**src/rtl/fetch_stage_pkg.sv**
```systemverilog
// Shared constants and FSM state encoding for the MIPS fetch stage.
package fetch_stage_pkg;

    // sll $0,$0,0
    localparam logic [31:0] NOP_INSTR = 32'h0000_0000;

    typedef enum logic [1:0] {
        StReq   = 2'd0,
        StWait  = 2'd1,
        StReady = 2'd2,
        StDrop  = 2'd3
    } fetch_state_e;

endpackage

```
**src/rtl/pc_reg.sv**
```systemverilog
// Program counter register: async active-low reset to RESET_PC, load-enabled update.
module pc_reg #(
    parameter logic [31:0] RESET_PC = 32'h0040_0000
) (
    input  logic        clock,
    input  logic        reset_n,
    input  logic        load,
    input  logic [31:0] d,
    output logic [31:0] q
);

    always_ff @(posedge clock or negedge reset_n) begin
        if (!reset_n) begin
            q <= RESET_PC;
        end else if (load) begin
            q <= d;
        end
    end

endmodule

```
**src/rtl/fetch_stage.sv**
```systemverilog
// Fetch stage: owns the PC, keeps one imem request in flight and presents the
// buffered instruction (or a NOP bubble) to the F/D pipeline register.
module fetch_stage
    import fetch_stage_pkg::*;
#(
    parameter logic [31:0] RESET_PC = 32'h0040_0000
) (
    input  logic        clock,
    input  logic        reset_n,
    input  logic        StallF,
    input  logic        PCSrcD,
    input  logic [31:0] pc_branch_D,
    output logic        imem_req_valid,
    input  logic        imem_req_ready,
    output logic [31:0] imem_addr,
    input  logic        imem_resp_valid,
    input  logic [31:0] imem_resp_data,
    output logic        fetch_valid_F,
    output logic [31:0] pc_F,
    output logic [31:0] pc_plus_four_F,
    output logic [31:0] instruction_F
);

    fetch_state_e state_q, state_d;
    logic         req_valid_q, req_valid_d;
    logic         fetch_valid_q, fetch_valid_d;
    logic [31:0]  instr_q, instr_d;
    logic [31:0]  pc_q, pc_d;
    logic         redirect, advance, pc_load;
    logic         unused_target_bits;

    assign redirect = PCSrcD & ~StallF;
    assign advance  = fetch_valid_q & ~StallF & ~PCSrcD;
    assign pc_load  = redirect | advance;
    assign pc_d     = redirect ? {pc_branch_D[31:2], 2'b00} : pc_plus_four_F;

    // Target is forced word-aligned; its low bits are intentionally dropped.
    assign unused_target_bits = ^pc_branch_D[1:0];

    pc_reg #(
        .RESET_PC(RESET_PC)
    ) u_pc_reg (
        .clock   (clock),
        .reset_n (reset_n),
        .load    (pc_load),
        .d       (pc_d),
        .q       (pc_q)
    );

    always_comb begin
        state_d = state_q;
        unique case (state_q)
            // req_valid_q gates acceptance so the first cycle after reset issues nothing.
            StReq: begin
                if (req_valid_q && imem_req_ready) begin
                    state_d = redirect ? StDrop : StWait;
                end
            end
            StWait: begin
                if (imem_resp_valid) begin
                    state_d = redirect ? StReq : StReady;
                end else if (redirect) begin
                    state_d = StDrop;
                end
            end
            StReady: begin
                if (redirect || advance) begin
                    state_d = StReq;
                end
            end
            StDrop: begin
                if (imem_resp_valid) begin
                    state_d = StReq;
                end
            end
            default: state_d = StReq;
        endcase
    end

    always_comb begin
        req_valid_d   = (state_d == StReq);
        fetch_valid_d = (state_d == StReady);
        instr_d       = NOP_INSTR;
        if (state_d == StReady) begin
            instr_d = (state_q == StWait) ? imem_resp_data : instr_q;
        end
    end

    always_ff @(posedge clock or negedge reset_n) begin
        if (!reset_n) begin
            state_q       <= StReq;
            req_valid_q   <= 1'b0;
            fetch_valid_q <= 1'b0;
            instr_q       <= NOP_INSTR;
        end else begin
            state_q       <= state_d;
            req_valid_q   <= req_valid_d;
            fetch_valid_q <= fetch_valid_d;
            instr_q       <= instr_d;
        end
    end

    assign imem_req_valid = req_valid_q;
    assign imem_addr      = pc_q;
    assign pc_F           = pc_q;
    assign pc_plus_four_F = pc_q + 32'd4;
    assign fetch_valid_F  = fetch_valid_q;
    assign instruction_F  = instr_q;

endmodule

```
**config.mk**
```make
export PLATFORM = sky130hd
export DESIGN_NAME = fetch_stage
export DESIGN_NICKNAME = d
export VERILOG_FILES = /design/src/rtl/fetch_stage_pkg.sv /design/src/rtl/pc_reg.sv /design/src/rtl/fetch_stage.sv
export SDC_FILE = /design/constraint.sdc
export NUM_CORES = 1
export LEC_CHECK = 0
export BUFFER_PORTS_ARGS = -buffer_cell sky130_fd_sc_hd__buf_2
export CAP_MARGIN = 40
export CORE_MARGIN = 1
export CORE_UTILIZATION = 42
export DETAILED_ROUTE_END_ITERATION = 10
export GPL_ROUTABILITY_DRIVEN = 0
export PLACE_DENSITY = 0.77
export SYNTH_ARGS = -nofsm -noshare
export SYNTH_HDL_FRONTEND = slang
export SYNTH_HIERARCHICAL = 1
export SYNTH_SLANG_ARGS = --single-unit
```
**constraint.sdc**
```tcl
create_clock -name clock -period 2.1 [get_ports clock]
set_clock_uncertainty 0.1 [all_clocks]
set_input_delay 0.42 -clock clock [delete_from_list [all_inputs] [get_ports clock]]
set_output_delay 0.42 -clock clock [all_outputs]
set_load 0.1 [all_outputs]
```
# ---- Word-level counts from Yosys, hierarchy flattened
# Index checks and enable logic that the tools add are counted.
# Widths: inputs -> output; s select.
dict set report word_totals {
  register_bits 68
  inputBits 70
  out_inout_bits 130
  elab_cells 32
}
dict set report classes {
  n_addsub 1
  eq_ne 5
  n_mux 11
  bitwise 6
  reduce_logical 4
}
# operator n
set ops {}
lappend ops {{$mux 32} 3}
lappend ops {{$add 32x3->32 const B} 1}
lappend ops {{$mux 2} 7}
lappend ops {{$pmux 2 s4} 1}
lappend ops {{$eq 2x2->1 const B} 3}
lappend ops {{$logic_not 2->1} 2}
lappend ops {{$and 1x1->1} 3}
lappend ops {{$eq 2x1->1 const B} 1}
lappend ops {{$ne 2x1->1 const B} 1}
lappend ops {{$not 1->1} 2}
lappend ops {{$logic_and 1x1->1} 1}
lappend ops {{$logic_or 1x1->1} 1}
lappend ops {{$or 1x1->1} 1}

# ---- Depth between registers and ports, before layout
# Gate-level depths: netlist of run 1.
dict set report logic_depth {
  depth_word 8
  ltp_mapped 7
}

# ---- By module
# The synthesis of run 1 kept the hierarchy.
# module instances cells_each area_each_um2 seq_area_each_um2
set modules_own_cells {}
lappend modules_own_cells {fetch_stage 1 302 2648.8 900.9}
lappend modules_own_cells {pc_reg 1 68 1346.3 802.0}

# ---- Worst setup path after synthesis of run 1
# Ideal clock, no wire load.
dict set report synth_path {
  path_kind {reg-to-reg}
  startpoint {reg u_pc_reg.q[2]}
  endpoint {reg u_pc_reg.q[12]}
  setup_time_ns 0.069
  arrival_time_ns 3.854
  required_time_ns 1.931
  slack_ns -1.924
  path_stages_with_launch 7
  n_path_buf 0
  synth_period_minus_slack_ns 4.024
  path_cell_list {dfrtp_1 ha_1 and3_1 nand4_1 xnor2_1 mux2_2 mux2_4}
}
dict set report synth_between {
  elab_chain_cells 2
}
# element line
set synth_lines {}
lappend synth_lines {{start: declaration} pc_reg.sv:9} ;# output logic [31:0] q
lappend synth_lines {{start signal: assignment} pc_reg.sv:14} ;# q <= RESET_PC;
lappend synth_lines {{start signal: assignment} pc_reg.sv:16} ;# q <= d;
lappend synth_lines {{$add 32x3->32} fetch_stage.sv:106} ;# assign pc_plus_four_F = pc_q + 32'd4;
lappend synth_lines {{net pc_plus_four_F[12]} fetch_stage.sv:20} ;# output logic [31:0] pc_plus_four_F,
lappend synth_lines {{$mux 32} fetch_stage.sv:35} ;# assign pc_d = redirect ? {pc_branch_D[31:2], 2'b00} : pc_plus_four_F;
lappend synth_lines {{net pc_d[12]} fetch_stage.sv:28} ;# logic [31:0] pc_q, pc_d;
# The timed path passes the listed nets, and every way through them passes these cells.
# A chain may end at the register's enable or synchronous reset.

# ---- Final worst setup path of run 1
dict set report layout_path {
  startpoint {reg u_pc_reg.q[7]}
  endpoint {out pc_plus_four_F[27]}
}
dict set report layout_between {
  elab_chain_cells 1
}
# element line
set layout_lines {}
lappend layout_lines {{$add 32x3->32} fetch_stage.sv:106}
lappend layout_lines {{end: declaration} fetch_stage.sv:20}
# Every way passes these cells.

==> qor.csv, run 1 <==
stage,metric,value,unit
logic_synthesis,"Primary FF master, synth",dfrtp_1,
layout,Nets,697,
die,FP Rows,35,
logic_synthesis,Post-Syn Area per Cell,10.8,um^2
global_routing,initial antenna violation count,0,
logic_synthesis,Synth Register Bits,68,
die,I/O pins,200,
setup_path,Critical Path AT,2.35,ns
timing,Slew HR,66.7,%
layout,layout cell share with drive strength beyond 1,73.5,%
timing,minimum clock period,2.87,ns
timing,Slew Limit Fails,0,
placed_design,I/O Buffers,197,
clocking,Num CTS Buffers,9,
clocking,clock buffer depth,2,
die,Die Y,99.5,um
layout,Layout fillers,585,
logic_synthesis,list of most frequent post-synthesis cells,"67 x dfrtp_1, 34 x buf_4, 32 x a22o_1, 32 x nor2_1, 30 x mux2_4",
global_routing,pin count of the biggest net entering global routing,69,
detailed_routing,DRT Pass-1 Iters,4,
flow_run,Max-Cap Viols,0,
die,starting density of the core,43.2,%
detailed_routing,drt wl/cell,17.0,um
layout,Final Util,76.8,%
detailed_routing,drt total wl,12900,um
logic_synthesis,Mapped Area,4000,um^2
clocking,root buffer cell,clkbuf_8,
logic_synthesis,post-synth top area share,42.0,%
setup_path,Setup crit end kind,output pin,
logic_synthesis,Async SR Flop Fraction,100,%
logic_synthesis,Cells after Synth,370,
timing,worst setup margin,-0.774,ns
logic_synthesis,YS warnings,6,
timing,unrepaired setup endpoints after global routing,true,
timing,worst slew pin tran,0.503,ns
timing,final cycle utilization of the critical path,137,%
placed_design,Placement Setup Slack,-0.437,ns
setup_path,CP required,1.58,ns
global_routing,first-pass GRT wire length,20200,um
min_path,min-delay worst type,in2reg,
die,DIE AREA,9910,um^2
logic_synthesis,"count leader, synth",dfrtp_1,
logic_synthesis,Yosys cell types,43,
placed_design,count of placed standard cells including taps,728,
layout,register area,1780,um^2
setup_path,CP Max Fanout,9,
layout,post-route cell area,7100,um^2
layout,"Cell Count, Final, Fillers Out",760,
timing,Highest Clock Rate,348,MHz
global_routing,Total Routing Usage GR,26.1,%
global_routing,vias in the first global route,4105,
setup_path,WS Path Type,reg2out,
die,die width,99.5,um
clocking,Clock transition at path regs,0.08,ns
logic_synthesis,dominant cell type by area after synthesis,dfrtp_1,
detailed_routing,Via density,5.27,
logic_synthesis,register area share after synthesis,42.6,%
status,status,"finished, violations left",
status,failing checks,negative setup slack,
logic_synthesis,Post-synth EDFFs,0,
layout,area growth from synthesis to layout,77.6,%
detailed_routing,DRT iter0 DRCs,121,
timing,final setup fails,41,
global_routing,GR Overflow Total,0,
clocking,clk sinks,68,
layout,antenna cells,0,
placed_design,hpwl dp,8910,um
clocking,CTS tree,done,
clocking,H-tree depth,3,
setup_path,critical path launch point type,flip-flop,
detailed_routing,detailed-route DRC error count,0,
placed_design,DP Area,6420,um^2
timing,"Hold Vio Cnt, Final",0,
detailed_routing,post-route ant nets,0,
layout,area of the multi-input gates,2640,um^2
logic_synthesis,Mapped Nets,441,
logic_synthesis,largest cells by area after synthesis,"dfrtp_1 42%, mux2_4 11%, a22o_1 7.0%",
detailed_routing,vias,4002,
clocking,Clock Latency Late Sink,0.34,ns
die,Core ar.,9240,um^2
==> through the flow <==
| step | hold WS [ns] | setup TNS [ns] |
|---|---|---|
| floorplan | 0.0244 | -20.54 |
| global route | 0.174 | -18.10 |
| detailed placement | 0.368 | -5.90 |
| finish | 0.179 | -14.41 |
| global placement | 0.365 | -4.36 |
| CTS | 0.174 | -13.71 |
==> per-layer routing <==
layer / global-route usage (%) / vias to the layer above / share of wire, %
li1: - / 1838 / -
met1: 31.5 / 1971 / 40
met2: 46.8 / 176 / 53
met3: 4.71 / 17 / 6.3
met4: 8.82 / 0 / 1.3
met5: 0 / - / 0
==> cell type report <==
class	instances	share of cell area (%)
tap	129	2.27
inverter	9	0.476
sequential	68	25.1
clock inverter	7	1.39
multi-input combinational	241	37.1
clock buffer	9	1.75
timing repair buffer	297	31.9
==> final timing paths <==
kind                                        start                  to  slack, ns  depth (start not counted)
worst max-delay path                u_pc_reg/q[7]  pc_plus_four_F[27]      -0.77                          6
worst min-delay path            imem_resp_data[6]    instruction_F[6]       0.18                          2
worst max register to register      u_pc_reg/q[7]      u_pc_reg/q[27]      -0.27                          7
worst min register to register   instruction_F[1]    instruction_F[1]       0.41                          1
max in group asynchronous                 reset_n      u_pc_reg/q[22]       1.04                          3
min in group asynchronous                 reset_n      u_pc_reg/q[15]       0.51                          3
==> flip-flops by register name (all words and copies together) (netlist names) <==
name / count
instruction_F: 32
imem_req_valid: 1
fetch_valid_F: 1
state_q: 2
u_pc_reg/q: 32
==> layout by cell type, fill, tap and decap left out, types with 14 or more instances in the layout <==
master and count:
buf_4 80, a22o_1 32, dfrtp_1 38, buf_2 166, dfrtp_2 14, nor2_1 30, mux2_4 38, buf_12 30
buf_6 15, dfrtp_4 15
==> cell families (layout without fill, tap and decap cells) <==
| logic type | Yosys count | in the layout | synth area share (%) |
|---|---|---|---|
| buffers and inverters | 61 | 322 | 10.4 |
| AO/OA/AOI/OAI | 65 | 65 | 12.7 |
| flip-flops | 68 | 68 | 42.6 |
| XOR/XNOR | 14 | 14 | 3.07 |
| multiplexers | 44 | 44 | 15.2 |
| adder cells (fa/ha/maj) | 1 | 1 | 0.313 |
| AND/OR/NAND/NOR | 117 | 117 | 15.7 |
==> worst max-delay path, cell delays in order, from the launching register on <==
cell     delay, ns
dfrtp_4       0.42
nand4_1       0.21
or4_4         0.48
buf_6         0.17
or4_4         0.47
nand2_8       0.10
buf_12        0.16
==> what timing repair did <==
action	CTS	global route
setup buffers	9	6
setup endpoints to repair	42	45
resized for setup	37	34
pin swaps	12	14
endpoints found under the hold margin	10	0
hold buffers	1	0
Power of run 1 is left out: the tool's default activity adds up to more than one toggle a clock period on the data nets, which glitch-free logic cannot reach.
==> inputs of run 2 (changes only) <==
--- a/config.mk
+++ b/config.mk
@@ -5,13 +5,13 @@
 export SDC_FILE = /design/constraint.sdc
 export NUM_CORES = 1
 export LEC_CHECK = 0
-export BUFFER_PORTS_ARGS = -buffer_cell sky130_fd_sc_hd__buf_2
 export CAP_MARGIN = 40
 export CORE_MARGIN = 1
-export CORE_UTILIZATION = 42
+export CORE_UTILIZATION = 50
 export DETAILED_ROUTE_END_ITERATION = 10
+export DONT_BUFFER_PORTS = 1
 export GPL_ROUTABILITY_DRIVEN = 0
-export PLACE_DENSITY = 0.77
+export PLACE_DENSITY = 0.68
 export SYNTH_ARGS = -nofsm -noshare
 export SYNTH_HDL_FRONTEND = slang
 export SYNTH_HIERARCHICAL = 1
==> qor.csv, run 2 (synthesis results as in run 1) <==
stage,metric,value,unit,change
detailed_routing,vias,3595,,-10%
min_path,min-delay worst type,in2async,,
setup_path,CP Max Fanout,4,,-5
placed_design,count of placed standard cells including taps,571,,-22%
layout,Final Util,84.2,%,+7.4 points
layout,"Cell Count, Final, Fillers Out",603,,-21%
timing,final cycle utilization of the critical path,133,%,-3.8 points
setup_path,Critical Path AT,2.27,ns,-0.08 ns
layout,area growth from synthesis to layout,63.0,%,
setup_path,critical path launch point type,flip-flop,,
status,failing checks,"negative hold slack, negative setup slack",,
placed_design,hpwl dp,8220,um,-7.7%
layout,most frequent cells in the layout,"117 x buf_4, 36 x mux2_4, 35 x dfrtp_1",,
layout,"commonest non-fill, non-tap cell in the layout",buf_4,,
die,DIE AREA,8350,um^2,-16%
setup_path,WS Path Type,reg2out,,
status,status,"finished, violations left",,
detailed_routing,DRT Pass-1 Iters,6,,+2
die,die width,91.4,um,-8.2%
die,starting density of the core,51.7,%,+8.5 points
global_routing,GR Overflow Total,0,,unchanged
detailed_routing,post-route ant nets,0,,unchanged
detailed_routing,DRT iter0 DRCs,115,,-5.0%
setup_path,CP required,1.58,ns,about the same
clocking,clk sinks,68,,unchanged
detailed_routing,Via density,5.96,,+13%
timing,final setup fails,41,,unchanged
placed_design,I/O Buffers,0,,-100%
layout,antenna cells,0,,unchanged
layout,layout cell share with drive strength beyond 1,67.9,%,-5.7 points
timing,Fin Hold WS,-0.340,ns,-0.519 ns
setup_path,Setup crit end kind,output pin,,
timing,Highest Clock Rate,358,MHz,+2.8%
die,FP Rows,32,,-8.6%
clocking,clock buffer depth,2,,unchanged
timing,unrepaired setup endpoints after global routing,true,,
global_routing,initial antenna violation count,0,,unchanged
global_routing,first-pass GRT wire length,19400,um,-4.1%
timing,"Hold Vio Cnt, Final",68,,+68
clocking,Clock transition at path regs,0.09,ns,about the same
flow_run,Max-Cap Viols,0,,unchanged
global_routing,pin count of the biggest net entering global routing,69,,unchanged
die,I/O pins,200,,unchanged
clocking,CTS tree,done,,
timing,minimum clock period,2.79,ns,-0.0790 ns
detailed_routing,drt total wl,12700,um,-1.6%
global_routing,vias in the first global route,3707,,-9.7%
timing,worst slew pin tran,0.617,ns,+0.113 ns
detailed_routing,drt wl/cell,21.1,um,+24%
timing,Slew HR,58.9,%,-7.8 points
timing,Slew Limit Fails,0,,unchanged
clocking,H-tree depth,3,,unchanged
timing,worst setup margin,-0.695,ns,+0.0790 ns
layout,Nets,567,,-19%
die,Core ar.,7730,um^2,-16%
clocking,Num CTS Buffers,9,,unchanged
clocking,Clock Latency Late Sink,0.35,ns,about the same
detailed_routing,detailed-route DRC error count,0,,unchanged
die,Die Y,91.4,um,-8.2%
global_routing,Total Routing Usage GR,30.2,%,+4.1 points
clocking,root buffer cell,clkbuf_8,,
## run 2: cell types whose count changed in the layout (fill, tap and decap cells not counted), moves of 4 or more
cell    change
buf_4      +37
buf_2     -166
buf_16      +4
buf_12      -4
## run 2: metal layers
layer / track usage [%] / routed length [um]
met5: 0 / 0
met1: 35.0 / 4870
met4: 9.39 / 306
met2: 55.0 / 6870
met3: 6.87 / 665
## run 2: metrics by stage
stage                     setup WS (ns)  hold WS [ns]  TNS (ns)  area, um^2
after floorplan                  -0.631        0.0244    -20.54        4610
after global placement           -0.374        0.0266     -6.40        5800
after detailed placement         -0.395        0.0261     -7.81        5800
after CTS                        -0.708        -0.358    -13.19        6350
after global routing             -0.756        -0.364    -17.02        6510
final                            -0.695        -0.340    -14.03        6510
## run 2: final timing paths
check	startpoint	end	slack, ns	cells past startpoint
setup reg to reg	u_pc_reg/q[10]	u_pc_reg/q[19]	-0.21	6
hold / removal	reset_n	u_pc_reg/q[16]	-0.34	0
setup / recovery	u_pc_reg/q[3]	pc_plus_four_F[28]	-0.69	6
min in group clock	imem_resp_data[18]	instruction_F[18]	0.10	1
max in group asynchronous	reset_n	u_pc_reg/q[22]	2.02	0
hold reg to reg	instruction_F[20]	instruction_F[20]	0.42	1
## run 2: cell type report
| class | count | area, um^2 |
|---|---|---|
| Tap cell | 102 | 128 |
| Clock inverter | 6 | 42.5 |
| Fill cell | 402 | 1220 |
| Timing Repair Buffer | 167 | 1740 |
| Multi-Input combinational cell | 241 | 2650 |
| Sequential cell | 68 | 1780 |
| Clock buffer | 10 | 128 |
| Inverter | 9 | 33.8 |
## run 2: worst max-delay path: stages (launching register included)
cell and delay [ns]:
dfrtp_4 0.46, ha_4 0.15, nand3_1 0.10, or4_4 0.47
or4_4 0.46, nand2_4 0.11, buf_12 0.17
## run 2: timing repair
action / in CTS / in global routing
setup buffers: 9 / 12
setup endpoints to repair: 47 / 49
pin swaps: 21 / 15
endpoints found under the hold margin: 68 / 68
resized for setup: 66 / 24
Power of run 2 is left out for the same reason.
==> inputs of run 3 (changes only) <==
--- a/config.mk
+++ b/config.mk
@@ -14,5 +14,4 @@
 export PLACE_DENSITY = 0.68
 export SYNTH_ARGS = -nofsm -noshare
 export SYNTH_HDL_FRONTEND = slang
-export SYNTH_HIERARCHICAL = 1
 export SYNTH_SLANG_ARGS = --single-unit
==> qor.csv, run 3 <==
stage,metric,value,unit,change
status,status,"finished, violations left",,
status,failing checks,negative setup slack,,
timing,final setup fails,43,,+4.9%
flow_run,Max-Cap Viols,0,,unchanged
pwr,switching share of power,60.8,%,
clocking,CTS tree,done,,
timing,Fin Hold WS,0.0600,ns,+0.400 ns
pwr,peak supply drop,0.964,mV,
timing,Highest Clock Rate,354,MHz,-1.1%
clocking,Clock transition at path regs,0.08,ns,about the same
setup_path,CP required,1.58,ns,about the same
timing,final cycle utilization of the critical path,135,%,+1.5 points
setup_path,WS Path Type,reg2out,,
die,Die Y,91.0,um,-0.44%
detailed_routing,DRT iter0 DRCs,326,,+180%
clocking,clock buffer depth,2,,unchanged
detailed_routing,drt total wl,16500,um,+30%
min_path,min-delay worst type,in2reg,,
timing,setup_tns,-16.99,ns,-2.96 ns
detailed_routing,post-route ant nets,0,,unchanged
timing,Slew HR,55.6,%,-3.3 points
pwr,Clk pwr share,12.6,%,
layout,antenna cells,0,,unchanged
logic_synthesis,"Primary FF master, synth",dfrtp_1,,
timing,minimum clock period,2.83,ns,+0.0322 ns
detailed_routing,Via density,6.12,,+2.6%
placed_design,I/O Buffers,0,,unchanged
die,Core ar.,7690,um^2,-0.52%
pwr,total power draw,8210,uW,
die,die width,91.0,um,-0.44%
logic_synthesis,post-synth top area share,41.1,%,-0.88 points
die,I/O pins,200,,unchanged
pwr,Logic pwr share,66.5,%,
global_routing,first-pass GRT wire length,22200,um,+15%
global_routing,GR Overflow Total,0,,unchanged
pwr,sequential share of power,20.9,%,
setup_path,CP Max Fanout,4,,unchanged
placed_design,hpwl dp,8760,um,+6.6%
layout,Largest register FFs,32,,
setup_path,critical path launch point type,flip-flop,,
timing,"Hold Vio Cnt, Final",0,,-100%
pwr,Leak,0.00292,uW,
clocking,Clock Latency Late Sink,0.37,ns,+0.02 ns
layout,layout cell share with drive strength beyond 1,52.7,%,-15 points
logic_synthesis,Post-Syn Area per Cell,8.59,um^2,-20%
die,starting density of the core,51.5,%,-0.20 points
logic_synthesis,Async SR Flop Fraction,100,%,unchanged
layout,area growth from synthesis to layout,70.8,%,
detailed_routing,vias,4308,,+20%
logic_synthesis,largest cells by area after synthesis,"dfrtp_1 41%, nand2_1 9.7%, buf_4 6.8%",,
clocking,clk sinks,66,,-2.9%
die,FP Rows,32,,unchanged
setup_path,Critical Path AT,2.31,ns,+0.04 ns
detailed_routing,DRT Pass-1 Iters,5,,-1
timing,unrepaired setup endpoints after global routing,true,,
pwr,Pwr per Cell Area,1220,nW/um^2,
layout,"commonest non-fill, non-tap cell in the layout",buf_4,,
global_routing,Total Routing Usage GR,35.1,%,+4.9 points
logic_synthesis,dominant cell type by area after synthesis,dfrtp_1,,
clocking,Num CTS Buffers,9,,unchanged
layout,most frequent cells in the layout,"114 x buf_4, 97 x nand2_1, 35 x dfrtp_1",,
timing,Slew Limit Fails,0,,unchanged
detailed_routing,detailed-route DRC error count,0,,unchanged
logic_synthesis,YS warnings,0,,-6
logic_synthesis,Cells after Synth,461,,+25%
timing,worst slew pin tran,0.667,ns,+0.0498 ns
die,DIE AREA,8280,um^2,-0.88%
logic_synthesis,Synth Register Bits,66,,-2.9%
clocking,root buffer cell,clkbuf_8,,
pwr,Int Power,3220,uW,
logic_synthesis,register area share after synthesis,41.8,%,-0.87 points
pwr,sw power,4990,uW,
logic_synthesis,Yosys cell types,51,,+19%
layout,Layout fillers,336,,-16%
setup_path,Setup crit end kind,output pin,,
logic_synthesis,list of most frequent post-synthesis cells,"102 x nand2_1, 65 x dfrtp_1, 36 x buf_4",,
logic_synthesis,Mapped Area,3960,um^2,-0.91%
logic_synthesis,"count leader, synth",nand2_1,,
detailed_routing,drt wl/cell,23.5,um,+11%
global_routing,pin count of the biggest net entering global routing,67,,-2.9%
layout,Nets,668,,+18%
timing,worst setup margin,-0.727,ns,-0.0322 ns
global_routing,initial antenna violation count,0,,unchanged
clocking,H-tree depth,3,,unchanged
logic_synthesis,Post-synth EDFFs,0,,unchanged
global_routing,vias in the first global route,4199,,+13%
==> run 3: cell types whose count changed after synthesis, moves of 13 or more <==
cell	before	now
a21oi_1	1	34
a22o_1	32	2
a31oi_1	15	1
mux2_2	13	0
mux2_4	30	0
nand2_1	24	102
nor2_1	32	19
o21ai_0	4	22
xnor2_1	8	24
xor2_1	6	20
==> run 3: final timing paths <==
| kind | from | to | slack, ns | depth (start not counted) |
|---|---|---|---|---|
| max reg2reg | u_pc_reg.q[2] | u_pc_reg.q[27] | -0.26 | 9 |
| max in group asynchronous | reset_n | u_pc_reg.q[22] | 1.04 | 2 |
| min reg2reg | instruction_F[12] | instruction_F[12] | 0.45 | 2 |
| min | PCSrcD | u_pc_reg.q[25] | 0.06 | 1 |
| min in group asynchronous | reset_n | u_pc_reg.q[29] | 0.51 | 2 |
| max | u_pc_reg.q[3] | pc_plus_four_F[28] | -0.73 | 9 |
==> run 3: final cells by class <==
class | count | area (um^2) | share of cell area [%]
Multi-Input combinational cell | 329 | 2760 | 40.8
Timing Repair Buffer | 183 | 1940 | 28.6
Sequential cell | 66 | 1730 | 25.6
Tap cell | 102 | 128 | 1.89
Clock buffer | 9 | 124 | 1.83
Clock inverter | 7 | 53.8 | 0.796
Inverter | 8 | 30.0 | 0.444
==> run 3: power by group through the flow <==
stage	clock (uW)	combinational (uW)	sequential, uW
after floorplan	0	2670	3250
after global placement	0	5160	1690
after detailed placement	0	5220	1710
after CTS	1010	5330	1690
after global routing	1100	5610	1740
final	1030	5460	1720
==> run 3: worst max-delay path: stages (launching register included) <==
cell	delay, ns
dfrtp_4	0.45
ha_4	0.14
nand4_1	0.20
buf_4	0.23
nor2_4	0.11
buf_6	0.14
nand4_1	0.12
buf_6	0.17
xnor2_4	0.18
buf_12	0.20
==> run 3: kinds of logic after synthesis <==
| group | count (synthesis) | share of synthesized area, % |
|---|---|---|
| xor+xnor | 44 | 9.73 |
| compound gates | 77 | 11.2 |
| fa+ha+maj | 1 | 0.316 |
| buf+inv | 71 | 10.7 |
| flops | 66 | 41.8 |
| simple gates | 198 | 25.5 |
| other cells | 1 | 0.0947 |
| mux | 3 | 0.759 |
==> run 3: repair_timing <==
action	4_1_cts	5_1_grt
setup buffers	12	19
resized for setup	49	54
hold buffers	2	0
endpoints found under the hold margin	66	0
gates cloned	0	0
pin swaps	29	15
endpoints found under the setup margin	34	43
==> run 3: per-layer routing <==
layer / up-vias / wire [um] / GRT usage [%]
li1: 1787 / - / -
met1: 2102 / 5660 / 39.2
met2: 318 / 8480 / 61.8
met3: 101 / 1420 / 8.79
met4: 0 / 970 / 18.4
met5: - / 0 / 0
==> run 3: metrics by stage <==
| step | worst slack, ns | std cells | instance area [um^2] | utilization [%] |
|---|---|---|---|---|
| floorplan | -0.921 | 466 | 4650 | - |
| global placement | -0.269 | 660 | 5910 | 76.9 |
| detailed placement | -0.307 | 660 | 5910 | 76.9 |
| CTS | -0.571 | 689 | 6450 | 83.9 |
| global route | -0.824 | 704 | 6760 | 87.9 |
| finish | -0.727 | 704 | 6760 | 87.9 |
Power figures use the tool's default switching activity.
